File: src/rtl/thread_pc_bank.sv
// Per-thread program counter bank for a 4-thread barrel core: issues the selected thread's PC
// toward fetch each cycle and applies redirects, halts and restart. Optional macro: THREAD_PC_ISSUE_CNT_EN.
module thread_pc_bank #(
   parameter int PC_W          = 9,
   parameter int RESET_PC      = 0,
   parameter int THREAD_STRIDE = 64
) (
   input  logic            clk,
   input  logic            rst,
   input  logic            enable,
   input  logic [1:0]      thread_in,
   input  logic            branch_valid,
   input  logic [1:0]      branch_thread,
   input  logic [PC_W-1:0] branch_target,
   input  logic            halt_valid,
   input  logic [1:0]      halt_thread,
   input  logic            start,
`ifdef THREAD_PC_ISSUE_CNT_EN
   input  logic [1:0]      cnt_sel,
   output logic [15:0]     issue_cnt,
`endif
   output logic [PC_W-1:0] pc_out,
   output logic [1:0]      pc_thread,
   output logic            pc_valid,
   output logic            all_halted
);

   typedef enum logic {RUN = 1'b0, HALTED = 1'b1} thr_state_t;

   thr_state_t      state [4];
   logic [PC_W-1:0] pc    [4];
   logic            issue;
   logic [3:0]      halted_nxt;

   function automatic logic [PC_W-1:0] rst_pc(input int i);
      rst_pc = PC_W'(RESET_PC + i * THREAD_STRIDE);
   endfunction

   // A halt requested on the issuing thread does not suppress this cycle's issue.
   always_comb begin
      issue = enable && (state[thread_in] == RUN) && !start;
      halted_nxt = '0;
      for (int i = 0; i < 4; i++)
         halted_nxt[i] = (state[i] == HALTED) || (halt_valid && (halt_thread == 2'(i)));
   end

`ifdef THREAD_PC_ISSUE_CNT_EN
   logic [15:0] cnt [4];
   assign issue_cnt = cnt[cnt_sel];
`endif

   always_ff @(posedge clk or posedge rst) begin
      if (rst) begin
         for (int i = 0; i < 4; i++) begin
            pc[i]    <= rst_pc(i);
            state[i] <= RUN;
`ifdef THREAD_PC_ISSUE_CNT_EN
            cnt[i]   <= '0;
`endif
         end
         pc_out     <= '0;
         pc_thread  <= '0;
         pc_valid   <= 1'b0;
         all_halted <= 1'b0;
      end else begin
         pc_out    <= pc[thread_in];
         pc_thread <= thread_in;
         pc_valid  <= issue;
         if (start) begin
            for (int i = 0; i < 4; i++) begin
               pc[i]    <= rst_pc(i);
               state[i] <= RUN;
`ifdef THREAD_PC_ISSUE_CNT_EN
               cnt[i]   <= '0;
`endif
            end
            all_halted <= 1'b0;
         end else begin
            // A redirect overrides the issue increment on the same thread.
            for (int i = 0; i < 4; i++) begin
               if (branch_valid && (branch_thread == 2'(i)))
                  pc[i] <= branch_target;
               else if (issue && (thread_in == 2'(i)))
                  pc[i] <= pc[i] + PC_W'(1);
               state[i] <= halted_nxt[i] ? HALTED : RUN;
`ifdef THREAD_PC_ISSUE_CNT_EN
               if (issue && (thread_in == 2'(i)))
                  cnt[i] <= cnt[i] + 16'd1;
`endif
            end
            all_halted <= &halted_nxt;
         end
      end
   end

endmodule

File: config.mk
export PLATFORM = sky130hd
export DESIGN_NAME = thread_pc_bank
export DESIGN_NICKNAME = d
export VERILOG_FILES = /design/src/rtl/thread_pc_bank.sv
export SDC_FILE = /design/constraint.sdc
export NUM_CORES = 1
export LEC_CHECK = 0
export BUFFER_PORTS_ARGS = -buffer_cell sky130_fd_sc_hd__buf_2
export CORE_MARGIN = 4
export CORE_UTILIZATION = 40
export CTS_CLUSTER_DIAMETER = 100
export DETAILED_ROUTE_END_ITERATION = 16
export PLACE_DENSITY = 0.59
export REMOVE_ABC_BUFFERS = 1
export SLEW_MARGIN = 0
export SYNTH_ARGS = -nofsm -noshare
export SYNTH_HDL_FRONTEND = slang
export SYNTH_SLANG_ARGS = --single-unit
File: constraint.sdc
create_clock -name clk -period 2 [get_ports clk]
set_input_delay 0.1 -clock clk [delete_from_list [all_inputs] [get_ports clk]]
set_output_delay 0.1 -clock clk [all_outputs]
set_load 0.05 [all_outputs]
Word-level counts from Yosys, hierarchy flattened
Cells that the tools add are included.

word-level totals
  register bits after elaboration = 53
  input bits = 21
  output and inout bits = 13
  logic and storage cells = 76

cells by class
  $add $sub $neg = 4
  order comparisons = 1
  eq/ne operators = 9
  mux-type cells = 21
  bitwise operators = 2
  reductions and logical operators = 27

operators by type and width
  kind                                                                   number
  9-bit two-way mux                                                      10
  9-bit by 1-bit adder with 9-bit output, second input constant          4
  36-bit two-way mux                                                     1
  9-bit binary-select mux with 2-bit select                              1
  1-bit logical AND                                                      14
  2-bit equality test, second input constant                             6
  3-bit nonzero test                                                     4
  1-bit two-way mux                                                      7
  2-bit by 1-bit equality test with 1-bit output, second input constant  3
  2-bit logical NOT                                                      3
  1-bit logical OR                                                       4
  4-bit two-way mux                                                      1
  4-bit AND reduction                                                    1
  3-bit greater-or-equal comparator, second input constant               1
  2-bit NOT with 3-bit output                                            1
  1-bit binary-select mux with 2-bit select                              1
  1-bit logical NOT                                                      1
  1-bit NOT                                                              1

Depth between registers and ports, before layout
Gate-level depths: netlist of run 1.

  depth after elaboration = 11
  depth in mapped cells = 6
  depth with buffers taken out = 5

Worst setup path after synthesis of run 1
OpenSTA, ideal clock, no wires.

  path type = reg-to-reg
  from = register pc[27] (netlist bit)
  to = register pc[35] (netlist bit)
  library setup time = 0.137 ns
  data arrival time = 1.479 ns
  data required time = 1.863 ns
  slack = 0.384 ns
  stages on the path, launching flop included = 6
  path buffers = 0
  period minus slack after synthesis = 1.616 ns
  path through = dfrtp_1 -> ha_1 -> or3b_2 -> nor4_4 -> xnor2_1 -> a21oi_1

between the ends
  longest elaborated chain between the ends = 4

ends and longest elaborated chain
  element                                 RTL line  text
  start, declared                         31        logic [PC_W-1:0] pc [4];
  start signal, assigned by index         55        pc[i] <= rst_pc(i);
  start signal, assigned by index         71        pc[i] <= rst_pc(i);
  start signal, assigned by index         82        pc[i] <= branch_target;
  9-bit by 1-bit adder with 9-bit output  84        pc[i] <= pc[i] + PC_W'(1);
  9-bit two-way mux                       83        else if (issue && (thread_in == 2'(i)))
  9-bit two-way mux                       81        if (branch_valid && (branch_thread == 2'(i)))
  36-bit two-way mux                      69        if (start) begin

Every way passes these cells. The select of a mux whose other input is x is not followed.
A chain may end at the register's enable or synchronous reset.

Worst setup path after layout of run 1
Same ends and word-level chain as after synthesis.

==> results of run 1 <==
[critical path: stages (launching register included)]
cell	delay (ns)
dfrtp_1	0.42
ha_1	0.15
or3b_2	0.52
nor4_4	0.28
xnor2_1	0.15
a21oi_1	0.08
[layout by cell type, fill, tap and decap left out, types with 3 or more instances in the layout]
master     n
nand4b_1   5
ha_1       4
dfrtp_1   49
and3_1     7
mux2i_1    6
xor2_1    12
mux4_2    10
nor4_1     4
xnor2_1   15
o21ai_0   29
a211oi_1   6
nand4_1    7
nand3_1   13
a31oi_1    5
buf_4      9
dfstp_2    4
nand2_1    9
clkbuf_8   5
nand2b_1   3
inv_1      7
buf_2     33
nor2_1    15
nor3_1    15
a21oi_1   27
[stage by stage]
step                power (mW)  area, um^2  hold WS [ns]
floorplan                1.432        2908        0.1314
global placement         1.585        3284        0.1946
detailed placement       1.589        3284        0.1913
CTS                      2.188        3378       0.07413
global route             2.269        3378       0.07667
finish                   2.157        3378       0.08001
[final cells by class]
type | instances | area (um^2)
Multi-Input combinational cell | 215 | 1546
Tap cell | 99 | 123.9
Timing Repair Buffer | 44 | 262.8
Sequential cell | 53 | 1331
Clock buffer | 7 | 76.32
Inverter | 8 | 30.03
Clock inverter | 1 | 7.507
Fill cell | 746 | 3875
[sequential cells by signal (all words and copies together) (netlist names)]
| signal | cells |
|---|---|
| all_halted | 1 |
| pc_valid | 1 |
| pc | 36 |
| pc_thread | 2 |
| pc_out | 9 |
| state | 4 |
[how the worst min path moves through the flow]
stage	startpoint	to	slack [ns]
after floorplan	thread_in[0]	pc_thread[0]	0.13
after CTS	thread_in[1]	pc_thread[1]	0.07
after detailed placement	rst	pc_thread[1]	0.19
after global routing	thread_in[1]	pc_thread[1]	0.08
after global placement	rst	pc_thread[0]	0.19
final	thread_in[1]	pc_thread[1]	0.08
[repair_timing]
| action | 4_1_cts | 5_1_grt |
|---|---|---|
| hold buffers | 1 | 0 |
| endpoints found under the setup margin | 0 | 0 |
| endpoints found under the hold margin | 22 | 0 |
[kinds of logic after synthesis]
family / synth area share, %
compound gates: 13.05
xor+xnor: 7.928
fa+ha+maj: 1.678
buf+inv: 3.523
flops: 44.63
mux: 9.564
simple gates: 19.63
[layer usage]
metal / up-vias / GRT usage, %
met1: 1175 / 24.77
met2: 73 / 31.97
met3: 8 / 3.187
met4: 0 / 5.535
li1: 1149 / -
met5: - / 0
[power breakdown]
group          internal [mW]  switching (mW)
combinational          0.136           0.232
clock                  0.249           0.339
sequential              1.14          0.0647
total                   1.52           0.637
==> metrics, run 1 <==
WL final 7876 um; first-pass GRT wire length 12590 um; final period utilization 86.64%; pre-CTS setup slack 0.2975 ns; synthesized area per cell 10.22 um^2; top cells by count, synth 49 x dfrtp_1, 29 x o21ai_0, 27 x a21oi_1; Setup TNS Final 0 ns; Chip Width 94.36 um; highest routing layer actually used met4; Max Cap Viol 0; vias in the first global route 2326; gpl congestion 0.9131; status complete, no violations; initial core utilization 41.12%; class of the tightest hold or removal check in2reg; peak fanout along the critical path 4; final slew viol count 0; cell area after synthesis 2983 um^2; endpoints failing setup 0; Resized Gates After CTS 0; share of layout cells above drive strength 1 21.34%; FF-to-FF path depth 5; Synth Flop Type dfrtp_1; Crit path required time 2.17 ns; largest net degree at the start of global routing 29; Synth Instances 292; H-tree depth 2; I/O Buffers 33; FF-to-FF End pc[35]; termination of the worst setup path pc[35]; worst setup path start pc[27]; die area 8903 um^2; Pre-Repair DR Iteration Count 4; Root Driver clkbuf_8; fin util 46.58%; GR Overflow Total 0; clk_skew 0.006899 ns; Reg clk slew, reported paths 0.09 ns; Leakage Power 1.392 nW; Placed Cells 418; drt first-iter violations 213; ant diodes 0; leading area contributor after synthesis dfrtp_1; reg2reg start pc[27]; minimum clock period after layout 1.733 ns; Seq cells post-synth 53; Max Freq 577.1 MHz; CP startpoint kind register; Total Nets Final 352; Hold Vio Cnt, Final 0; vias per cell 5.632; worst setup margin 0.2673 ns; routed vias 2405; Area Growth Syn to Fin 13.26%; Setup Buffers After CTS 0; Hold Crit Depth 1; CTS sink cnt 53; DR WL met3 405 um; crit path DAT 1.91 ns; DP HPWL 5813 um; top-count cell post-synth dfrtp_1; routed metal-1 wirelength 3442 um; post-synth top area share 41.11%; core area 7253 um^2; maximum vdd ir drop 0.2710 mV; Seq/Total Area, Yosys 44.63%; Synth async-reset ratio 100.0%; Worst slew margin 58.36%; routed length on met2 3901 um; io pins 34; CTS tree done; RSZ-0062 raised after global routing no; # rows 31; Netlist cell types 41; top cells by area, synth dfrtp_1 41%, mux4_2 7.6%, o21ai_0 4.9%; Final ANT Viol Nets 0; classification of the worst setup path reg2reg; Layout Cells excl Fill 427; worst slew pin tran 0.6228 ns; initial antenna violation count 0; yosys warns 0; Pwr per Cell Area 638.4 nW/um^2; Post-synth EDFFs 0; die extent in y 94.36 um; CTS buffer count 5; clk_lat worst skew 0.30 ns; reg2reg setup slack 0.27 ns; clk buf depth 2; Routed WL per cell 18.44 um; GRT Overall Usage 18.84%; drt drc 0; crit end category register
No activity file was read; power rests on OpenSTA's default activity.
==> inputs of run 2 (changes only) <==
--- a/config.mk
+++ b/config.mk
@@ -8,9 +8,10 @@
 export BUFFER_PORTS_ARGS = -buffer_cell sky130_fd_sc_hd__buf_2
 export CORE_MARGIN = 4
 export CORE_UTILIZATION = 40
+export CTS_BUF_LIST = sky130_fd_sc_hd__clkbuf_2
 export CTS_CLUSTER_DIAMETER = 100
 export DETAILED_ROUTE_END_ITERATION = 16
-export PLACE_DENSITY = 0.59
+export PLACE_DENSITY = 0.63
 export REMOVE_ABC_BUFFERS = 1
 export SLEW_MARGIN = 0
 export SYNTH_ARGS = -nofsm -noshare
==> metrics, run 2 (synthesis gave the netlist of run 1 again) <==
endpoints failing setup 0 (unchanged); die extent in y 94.36 um (unchanged); Chip Width 94.36 um (unchanged); met2 usage 29.26% (was 31.97%); hold_ws 0.05480 ns (was 0.08001 ns); busiest grt layer met2 (unchanged); Placed Cells 418 (unchanged); share of layout cells above drive strength 1 21.74% (was 21.34%); crit path DAT 2.28 ns (was 1.91 ns); Crit path required time 2.38 ns (was 2.17 ns); crit end category register (unchanged); Worst slew margin 55.13% (was 58.36%); minimum clock period after layout 1.899 ns (was 1.733 ns); drt drc 0 (unchanged); I/O Buffers 33 (unchanged); Root Driver clkbuf_2 (was clkbuf_8); Routed WL per cell 17.55 um (was 18.44 um); vias per cell 5.592 (was 5.632); final slew viol count 0 (unchanged); clk_lat worst skew 0.42 ns (was 0.30 ns); RSZ-0062 raised after global routing no (unchanged); Final ANT Viol Nets 0 (unchanged); final instance area 3502 um^2 (was 3378 um^2); drt first-iter violations 138 (was 213); critical path's slowest cell dlygate4sd3_1 (was or3b_2); Pwr per Cell Area 573.9 nW/um^2 (was 638.4 nW/um^2); clk buf depth 2 (unchanged); Setup TNS Final 0 ns (unchanged); peak fanout along the critical path 5 (was 4); worst slew pin tran 0.6730 ns (was 0.6228 ns); CP startpoint kind register (unchanged); classification of the worst setup path reg2reg (unchanged); Max Cap Viol 0 (unchanged); Top Registers pc (36), pc_out (9), state (4) (unchanged); GR Overflow Total 0 (unchanged); gpl congestion 0.8809 (was 0.9131); most common cell after layout, fill and taps aside dfrtp_1 (unchanged); CTS tree done (unchanged); Reg with most FFs pc (unchanged); ant diodes 0 (unchanged); status complete, no violations (unchanged); Reg clk slew, reported paths 0.24 ns (was 0.09 ns); clk_skew 0.01066 ns (was 0.006899 ns); # rows 31 (unchanged); class of the tightest hold or removal check in2reg (unchanged); multi-input logic area 1553 um^2 (was 1546 um^2); WL final 7793 um (was 7876 um); initial core utilization 41.12% (unchanged); fin util 48.28% (was 46.58%); met1 Track Usage GR 26.49% (was 24.77%); Pre-Repair DR Iteration Count 6 (was 4); vias in the first global route 2445 (was 2326); routed vias 2483 (was 2405); Hold Vio Cnt, Final 0 (unchanged); GRT Overall Usage 18.82% (was 18.84%); core area 7253 um^2 (unchanged); Max Freq 526.5 MHz (was 577.1 MHz); largest net degree at the start of global routing 54 (was 29); Leakage Power 1.457 nW (was 1.392 nW); GRT met3 Usage 3.665% (was 3.187%); first-pass GRT wire length 12740 um (was 12590 um); Fillers 681 (was 746); Total Nets Final 369 (was 352); Area Growth Syn to Fin 17.41% (was 13.26%); final period utilization 94.96% (was 86.64%); initial antenna violation count 0 (unchanged); maximum vdd ir drop 0.2068 mV (was 0.2710 mV); die area 8903 um^2 (unchanged); max reg flops 36 (unchanged); Reg area 1331 um^2 (unchanged); commonest cells after routing, fill and taps aside 49 x dfrtp_1, 33 x buf_2, 29 x o21ai_0 (unchanged); CP Cell Sequence nand2b_1 > nor4_2 > xnor2_1 > a211oi_1 > dlygate4sd3_1 (was ha_1 > or3b_2 > nor4_4 > xnor2_1 > a21oi_1); io pins 34 (unchanged); Layout Cells excl Fill 444 (was 427); area post-placement 3284 um^2 (unchanged); CTS sink cnt 53 (unchanged); CTS buffer count 5 (unchanged); max incr delay on CP 0.57 ns (was 0.52 ns); H-tree depth 2 (unchanged); DP HPWL 5609 um (was 5813 um)
==> run 2: cell count changes in the layout (fill, tap and decap cells not counted), sizes merged <==
cell	before	now
clkinv	0	1
buf	43	46
clkinvlp	1	0
dlygate4sd3	1	15
==> run 2: stage by stage <==
stage / total power [mW] / worst slack [ns]
after detailed placement: 1.589 / 0.2766
after global placement: 1.582 / 0.3218
after global routing: 2.133 / 0.04101
final: 2.010 / 0.1008
after CTS: 2.030 / 0.05141
after floorplan: 1.432 / 0.3877
==> run 2: final timing paths <==
kind	to	startpoint	slack, ns	depth (start not counted)
worst max-delay path	pc[14]	state[1]	0.10	5
worst min-delay path	pc[24]	branch_thread[0]	0.05	3
worst max register to register	pc[14]	state[1]	0.10	5
worst min register to register	pc[26]	pc[26]	0.60	2
max in group asynchronous	pc[27]	rst	1.21	4
min in group asynchronous	pc[5]	rst	0.37	4
==> run 2: critical path, delay by kind of cell, from the launching register on <==
kind / cells / cell delay [ns]
buf+inv: 1 / 0.57
simple gates: 2 / 0.51
flops: 1 / 0.48
compound gates: 1 / 0.22
xor+xnor: 1 / 0.11
==> run 2: final cells by class <==
| cell class | instances | area share (%) |
|---|---|---|
| flip-flops and latches | 53 | 38.01 |
| well taps | 99 | 3.537 |
| multi-input cells | 215 | 44.34 |
| repair buffers | 61 | 12.15 |
| clock buffers | 7 | 1.000 |
| inverters | 8 | 0.8574 |
| clock inverters | 1 | 0.1072 |
==> run 2: timing repair <==
action / CTS / global route
endpoints found under the hold margin: 78 / 0
setup endpoints to repair: 0 / 1
resized for setup: 0 / 1
hold buffers: 15 / 0
buffers inserted: 0 / 3
==> run 2: routing by layer <==
layer	up-vias	wire, um
met5	-	0
met3	12	565
met2	84	3757
li1	1193	-
met1	1194	3342
met4	0	127
==> run 2: report_power, final <==
| part | internal (mW) | total [mW] | switching [mW] |
|---|---|---|---|
| Sequential | 1.14 | 1.20 | 0.0663 |
| Combinational | 0.159 | 0.395 | 0.236 |
| Clock | 0.0935 | 0.411 | 0.317 |
